File: src/rtl/dvi_pkg.sv
// Shared definitions for the DVI timing sequencer: FSM encoding, 720p default
// timing, and the colour-bar palette used when DVI_TEST_PATTERN_EN is defined.
package dvi_pkg;

  localparam int unsigned CNT_W = 12;
  localparam int unsigned POS_W = 11;
  localparam int unsigned RGB_W = 24;

  typedef logic [RGB_W-1:0] rgb_t;

  localparam logic [1:0] ST_IDLE      = 2'd0;
  localparam logic [1:0] ST_RUN       = 2'd1;
  localparam logic [1:0] ST_STOP_PEND = 2'd2;

  localparam int unsigned DEF_H_SYNC   = 40;
  localparam int unsigned DEF_H_BACK   = 220;
  localparam int unsigned DEF_H_ACTIVE = 1280;
  localparam int unsigned DEF_H_FRONT  = 110;
  localparam int unsigned DEF_V_SYNC   = 5;
  localparam int unsigned DEF_V_BACK   = 20;
  localparam int unsigned DEF_V_ACTIVE = 720;
  localparam int unsigned DEF_V_FRONT  = 5;

  localparam rgb_t RGB_WHITE   = 24'hFFFFFF;
  localparam rgb_t RGB_YELLOW  = 24'hFFFF00;
  localparam rgb_t RGB_CYAN    = 24'h00FFFF;
  localparam rgb_t RGB_GREEN   = 24'h00FF00;
  localparam rgb_t RGB_MAGENTA = 24'hFF00FF;
  localparam rgb_t RGB_RED     = 24'hFF0000;
  localparam rgb_t RGB_BLUE    = 24'h0000FF;
  localparam rgb_t RGB_BLACK   = 24'h000000;

  // Bar index (0 = leftmost) to colour
  function automatic rgb_t bar_colour(input logic [2:0] idx);
    rgb_t c;
    case (idx)
      3'd0:    c = RGB_WHITE;
      3'd1:    c = RGB_YELLOW;
      3'd2:    c = RGB_CYAN;
      3'd3:    c = RGB_GREEN;
      3'd4:    c = RGB_MAGENTA;
      3'd5:    c = RGB_RED;
      3'd6:    c = RGB_BLUE;
      default: c = RGB_BLACK;
    endcase
    return c;
  endfunction

endpackage

File: src/rtl/dvi_timing_cnt.sv
// Horizontal/vertical raster counters with clear/hold and wrap flags.
module dvi_timing_cnt
  import dvi_pkg::*;
#(
  parameter int unsigned H_TOTAL = 1650,
  parameter int unsigned V_TOTAL = 750
) (
  input  logic             pclk_i,
  input  logic             rst_i,
  input  logic             en_i,
  input  logic             clr_i,
  output logic [CNT_W-1:0] h_cnt_o,
  output logic [CNT_W-1:0] v_cnt_o,
  output logic             line_end_c_o,
  output logic             frame_end_c_o
);

  logic [CNT_W-1:0] h_cnt_q, h_cnt_d;
  logic [CNT_W-1:0] v_cnt_q, v_cnt_d;

  assign line_end_c_o  = (h_cnt_q == CNT_W'(H_TOTAL - 1));
  assign frame_end_c_o = line_end_c_o && (v_cnt_q == CNT_W'(V_TOTAL - 1));
  assign h_cnt_o       = h_cnt_q;
  assign v_cnt_o       = v_cnt_q;

  // Next raster position: clear wins, otherwise advance when enabled
  always_comb begin
    h_cnt_d = h_cnt_q;
    v_cnt_d = v_cnt_q;
    if (clr_i) begin
      h_cnt_d = '0;
      v_cnt_d = '0;
    end else if (en_i) begin
      if (line_end_c_o) begin
        h_cnt_d = '0;
        v_cnt_d = frame_end_c_o ? '0 : v_cnt_q + CNT_W'(1);
      end else begin
        h_cnt_d = h_cnt_q + CNT_W'(1);
      end
    end
  end

  // Counter registers
  always_ff @(posedge pclk_i or posedge rst_i) begin
    if (rst_i) begin
      h_cnt_q <= '0;
      v_cnt_q <= '0;
    end else begin
      h_cnt_q <= h_cnt_d;
      v_cnt_q <= v_cnt_d;
    end
  end

endmodule

File: src/rtl/dvi_timing_ctrl.sv
// Video timing sequencer: run/idle FSM with frame-aligned stop, pixel request
// decode and a two-stage pipeline to the DVI transmitter.
// Optional build macro DVI_TEST_PATTERN_EN replaces source pixels with
// eight vertical colour bars.
module dvi_timing_ctrl
  import dvi_pkg::*;
#(
  parameter int unsigned H_SYNC   = DEF_H_SYNC,
  parameter int unsigned H_BACK   = DEF_H_BACK,
  parameter int unsigned H_ACTIVE = DEF_H_ACTIVE,
  parameter int unsigned H_FRONT  = DEF_H_FRONT,
  parameter int unsigned V_SYNC   = DEF_V_SYNC,
  parameter int unsigned V_BACK   = DEF_V_BACK,
  parameter int unsigned V_ACTIVE = DEF_V_ACTIVE,
  parameter int unsigned V_FRONT  = DEF_V_FRONT,
  parameter bit          SYNC_POL = 1'b1
) (
  input  logic             pclk,
  input  logic             reset,
  input  logic             timing_en,
  input  logic [RGB_W-1:0] pixel_data,
  output logic             pixel_req,
  output logic [POS_W-1:0] pixel_xpos,
  output logic [POS_W-1:0] pixel_ypos,
  output logic [RGB_W-1:0] video_din,
  output logic             video_hsync,
  output logic             video_vsync,
  output logic             video_de,
  output logic             frame_start,
  output logic             busy
);

  localparam int unsigned H_TOTAL = H_SYNC + H_BACK + H_ACTIVE + H_FRONT;
  localparam int unsigned V_TOTAL = V_SYNC + V_BACK + V_ACTIVE + V_FRONT;
  localparam int unsigned H_ACT_S = H_SYNC + H_BACK;
  localparam int unsigned H_ACT_E = H_ACT_S + H_ACTIVE;
  localparam int unsigned V_ACT_S = V_SYNC + V_BACK;
  localparam int unsigned V_ACT_E = V_ACT_S + V_ACTIVE;
  localparam logic        SYNC_ON  = SYNC_POL;
  localparam logic        SYNC_OFF = ~SYNC_POL;

  logic [1:0]       state_q, state_d;
  logic [CNT_W-1:0] h_cnt, v_cnt;
  logic             line_end_c, frame_end_c;
  logic             running_c, req_c, hs_c, vs_c;

  logic             run_p1_q, req_p1_q, hs_p1_q, vs_p1_q;
  logic             de_q, de_d;
  logic [RGB_W-1:0] din_q, din_d;
  logic             hsync_q, hsync_d;
  logic             vsync_q, vsync_d;
  logic             fs_q, fs_d;
  logic             busy_q, busy_d;

`ifdef DVI_TEST_PATTERN_EN
  logic [POS_W-1:0] x_p1_q;
  logic [2:0]       bar_idx_c;
  logic             unused_pixel_data;
  assign unused_pixel_data = ^pixel_data;
`endif

  assign running_c = (state_q != ST_IDLE);

  dvi_timing_cnt #(
    .H_TOTAL (H_TOTAL),
    .V_TOTAL (V_TOTAL)
  ) u_cnt (
    .pclk_i        (pclk),
    .rst_i         (reset),
    .en_i          (running_c),
    .clr_i         (~running_c),
    .h_cnt_o       (h_cnt),
    .v_cnt_o       (v_cnt),
    .line_end_c_o  (line_end_c),
    .frame_end_c_o (frame_end_c)
  );

  // Run/idle FSM: stopping is deferred to the last cycle of the frame
  always_comb begin
    state_d = state_q;
    case (state_q)
      ST_IDLE: begin
        if (timing_en) state_d = ST_RUN;
      end
      ST_RUN: begin
        if (!timing_en) state_d = frame_end_c ? ST_IDLE : ST_STOP_PEND;
      end
      ST_STOP_PEND: begin
        if (timing_en)        state_d = ST_RUN;
        else if (frame_end_c) state_d = ST_IDLE;
      end
      default: state_d = ST_IDLE;
    endcase
  end

  // Raster decode for the current counter cycle
  always_comb begin
    req_c      = 1'b0;
    hs_c       = 1'b0;
    vs_c       = 1'b0;
    pixel_xpos = '0;
    pixel_ypos = '0;
    if (running_c) begin
      hs_c  = (h_cnt < CNT_W'(H_SYNC));
      vs_c  = (v_cnt < CNT_W'(V_SYNC));
      req_c = (h_cnt >= CNT_W'(H_ACT_S)) && (h_cnt < CNT_W'(H_ACT_E)) &&
              (v_cnt >= CNT_W'(V_ACT_S)) && (v_cnt < CNT_W'(V_ACT_E));
    end
    if (req_c) begin
      pixel_xpos = POS_W'(h_cnt - CNT_W'(H_ACT_S));
      pixel_ypos = POS_W'(v_cnt - CNT_W'(V_ACT_S));
    end
  end

  assign pixel_req = req_c;

`ifdef DVI_TEST_PATTERN_EN
  assign bar_idx_c = 3'((32'(x_p1_q) * 32'd8) / H_ACTIVE);
`endif

  // Second pipeline stage and status next values
  always_comb begin
    // A new frame begins whenever RUN follows idle or a frame wrap
    fs_d    = (state_d == ST_RUN) && (!running_c || frame_end_c);
    busy_d  = (state_d != ST_IDLE) || running_c || run_p1_q;
    de_d    = req_p1_q;
    hsync_d = hs_p1_q ? SYNC_ON : SYNC_OFF;
    vsync_d = vs_p1_q ? SYNC_ON : SYNC_OFF;
    din_d   = '0;
    if (req_p1_q) begin
`ifdef DVI_TEST_PATTERN_EN
      din_d = bar_colour(bar_idx_c);
`else
      din_d = pixel_data;
`endif
    end
  end

  // State, pipeline and output registers
  always_ff @(posedge pclk or posedge reset) begin
    if (reset) begin
      state_q  <= ST_IDLE;
      run_p1_q <= 1'b0;
      req_p1_q <= 1'b0;
      hs_p1_q  <= 1'b0;
      vs_p1_q  <= 1'b0;
`ifdef DVI_TEST_PATTERN_EN
      x_p1_q   <= '0;
`endif
      de_q     <= 1'b0;
      din_q    <= '0;
      hsync_q  <= SYNC_OFF;
      vsync_q  <= SYNC_OFF;
      fs_q     <= 1'b0;
      busy_q   <= 1'b0;
    end else begin
      state_q  <= state_d;
      run_p1_q <= running_c;
      req_p1_q <= req_c;
      hs_p1_q  <= hs_c;
      vs_p1_q  <= vs_c;
`ifdef DVI_TEST_PATTERN_EN
      x_p1_q   <= pixel_xpos;
`endif
      de_q     <= de_d;
      din_q    <= din_d;
      hsync_q  <= hsync_d;
      vsync_q  <= vsync_d;
      fs_q     <= fs_d;
      busy_q   <= busy_d;
    end
  end

  assign video_de    = de_q;
  assign video_din   = din_q;
  assign video_hsync = hsync_q;
  assign video_vsync = vsync_q;
  assign frame_start = fs_q;
  assign busy        = busy_q;

endmodule
File: config.mk
export PLATFORM = sky130hd
export DESIGN_NAME = dvi_timing_ctrl
export DESIGN_NICKNAME = d
export VERILOG_FILES = /design/src/rtl/dvi_pkg.sv /design/src/rtl/dvi_timing_cnt.sv /design/src/rtl/dvi_timing_ctrl.sv
export SDC_FILE = /design/constraint.sdc
export NUM_CORES = 1
export LEC_CHECK = 0
export CAP_MARGIN = 10
export CORE_UTILIZATION = 35
export CTS_CLUSTER_DIAMETER = 120
export DETAILED_ROUTE_END_ITERATION = 8
export PLACE_DENSITY = 0.7
export SLEW_MARGIN = 20
export SYNTH_ARGS = -nofsm -noshare
export SYNTH_HDL_FRONTEND = slang
export SYNTH_SLANG_ARGS = --single-unit
File: constraint.sdc
create_clock -name pclk -period 2.1 [get_ports pclk]
set_clock_uncertainty 0.1 [all_clocks]
set_input_delay 0.42 -clock pclk [delete_from_list [all_inputs] [get_ports pclk]]
set_output_delay 0.42 -clock pclk [all_outputs]
set_load 0.05 [all_outputs]
==> impl_metrics.yaml <==
outcome:
  outcome: "finished, violations left"
  violations: "setup timing"
worst_setup_path:
  critPathKind: "reg -> out"
  cp_max_fo: 13
  r2r-end: "u_cnt.v_cnt_o[8]"
  worst_setup_path_end_kind: "primary output"
  reg2reg_slack_ns: -0.03
  crit_arrival_ns: 2.19
  worst_setup_path_start_kind: "flop"
  cp.required_ns: 1.58
  r2r-start: "u_cnt.h_cnt_o[3]"
  startpoint: "u_cnt.v_cnt_o[11]"
  rr_worst_depth: 7
floorplanning:
  std_cell_rows: 33
  io_pins: 79
  initial_core_util_pct: 36.5
  die_area_mm2: 0.00904
  die_x_um: 95.1
  core_mm2: 0.00830
  die_y_um: 95.1
placed_design:
  hpwl_um: 6030
  gp_congestion: 0.875
  port_buffers: 78
timing:
  hold_slack_ns: 0.249
  grt_setup_unrepaired: "true"
  worstMarginPinSlew_ns: 0.530
  max-slew-margin-rel_pct: 64.5
  hold_violations: 0
  period_needed_ns: 2.71
  fin_ws_ns: -0.610
  finalSetupViolCount: 25
  drv_slew: 0
  tns_ns: -13.46
  fin_crit_sh_pct: 129
  fmax_mhz: 369
synth:
  avgSynthCellArea_um2: 9.84
  synth_seq_cells: 59
  synth.cell_area_mm2: 0.00303
  synth_most_common_cell: "dfrtp_1"
  synth_cells: 308
  synth_edf_count: 0
  yosys_most_used_dff: "dfrtp_1"
  yosysTopAreaCellShare_pct: 48.7
  async_flop_share_pct: 100
  synthDistinctLibCells: 42
  yosys-top-cells-count: "dfrtp_1, and2_1, nor3_1"
  synthTopCellsByArea: "dfrtp_1, and2_1, xnor2_1"
  synth_top_area_cell: "dfrtp_1"
  seq_area_frac_synth_pct: 48.7
  yosys_warnings: 0
  syn_nets: 345
grt:
  grt-ovfl-total: 0
  grt_max_degree: 60
  grt_pass1_wl_um: 13800
  grt_pass1_vias: 2878
  grt.busiest_layer: "met2"
  use_met1_pct: 24.4
  track_usage_pct: 20.1
  met3_usage_pct: 5.58
  use_met2_pct: 33.9
  grt_antenna_before_repair: 0
clock_tree:
  postCtsHoldBufs: 0
  numCtsBuffers: 9
  clock-sinks: 59
  clockBufferDepth: 2
  clk_pin_slew_ns: 0.07
  h-tree-depth: 3
  clock_latency_ns: 0.34
  cts_root_buf: "clkbuf_8"
  cts_tree: "done"
route:
  antenna_left: 0
  drt_wl_total_um: 8640
  drtIter0Drc: 78
  drcViolationCount: 0
  wl_per_cell_um: 15.2
  firstDrtPassIters: 4
  via_count: 2857
  viasPerCell: 5.02
finish:
  post-route-util_pct: 63.3
  antennaDiodeCount: 0
  final_nets: 496
  fillCellCount: 676
  drive_gt1_share_pct: 41.2
  area_growth_pct: 73.3
power:
  power.density_mw_per_mm2: 553
  leakage_nw: 2.36
  finalPower_mw: 2.90
  max-vdd-ir-drop_mv: 0.399
min_path:
  hp-class: "reg -> reg"
  min_to: "video_hsync"
  min_path_cells: 0
  hold_start: "hs_p1_q"
job:
  cap_viol_max_count: 0
-- flip-flops by register name, summed over array words and instances (netlist names), 2 cells and up --
signal and count:
state_q 2, video_din 24, u_cnt.h_cnt_o 12, u_cnt.v_cnt_o 12
-- layer usage --
metal	vias to the layer above	part of all wire, %
li1	1367	-
met1	1396	42
met2	76	52
met3	18	4.0
met4	0	2.6
met5	-	0
-- per-stage QoR --
stage          instances  setup WS (ns)  area, µm²
2_1_floorplan        308         -0.355       3480
3_3_place_gp         545         -0.215       4760
3_5_place_dp         545         -0.266       4760
4_1_cts              564         -0.637       5110
5_1_grt              569         -0.708       5260
6_report             569         -0.610       5260
-- where the power goes --
group	leakage, nW	switching, mW	internal [mW]
Combinational	1.45	0.274	0.280
Clock	0.114	0.489	0.678
Sequential	0.796	0.0151	1.17
-- cell families (layout without fill, tap and decap cells) --
family / count (synthesis) / after routing / synth area share (%)
adders and majority gates: 10 / 10 / 4.13
and+or+nand+nor: 139 / 139 / 26.0
DFF: 59 / 59 / 48.7
muxes: 1 / 1 / 0.330
xor gates and xnor gates: 24 / 24 / 6.93
AOI/OAI and AO/OA: 42 / 43 / 8.71
buffers and inverters: 33 / 188 / 5.16
-- critical path: stages (launching register included) --
cell	delay, ns
dfrtp_1	0.39
or3_4	0.40
nor4_4	0.26
o221ai_4	0.21
buf_12	0.22
nor3_4	0.19
buf_6	0.18
-- cells in the final DEF, fill, tap and decap left out, types with 3 or more instances in the layout --
cell             netlist  final
a21oi_1               13      3
a21oi_2                0     10
and2_1                28     28
and3_1                 4      4
buf_12                 0      3
buf_4                  0     81
buf_6                  2     23
clkbuf_8               0      9
clkdlybuf4s50_1        0     54
dfrtp_1               59     57
ha_1                  10      7
inv_1                 11      8
inv_2                  0      3
nand2_1               17     16
nand3_1                5      5
nand4_1                7      7
nor2_1                23     22
nor3_1                26      6
nor3_4                 0     20
o21ai_0               10      9
o31ai_1                6      4
or3_1                 10      4
or3_4                  0      6
or4_4                  0      4
xnor2_1               18     18
xor2_1                 6      6
-- final cells by class --
| class | count | area (µm²) | share of cell area, % |
|---|---|---|---|
| clock buffers | 9 | 124 | 2.36 |
| clock inverters | 7 | 100 | 1.90 |
| inverters | 11 | 41.3 | 0.786 |
| multi-input cells | 217 | 1910 | 36.4 |
| flip-flops and latches | 59 | 1480 | 28.1 |
| well taps | 105 | 131 | 2.50 |
| repair buffers | 161 | 1470 | 27.9 |
-- worst max path at each step --
stage                     slack, ns             end  cells after the start
final                         -0.61   pixel_xpos[8]                      6
after global routing          -0.71  pixel_ypos[10]                      6
after CTS                     -0.64   pixel_xpos[8]                      6
after detailed placement      -0.27   pixel_xpos[6]                      8
after global placement        -0.22   pixel_xpos[9]                      6
after floorplan               -0.36  pixel_xpos[10]                      6
-- timing repair --
| action | 4_1_cts | 5_1_grt |
|---|---|---|
| cloned | 1 | 1 |
| hold endpoints to repair | 0 | 0 |
| buffers inserted | 2 | 5 |
| endpoints found under the setup margin | 33 | 36 |
| gates resized for setup | 26 | 27 |
| pin swaps | 4 | 12 |
Power figures use the tool's default switching activity.
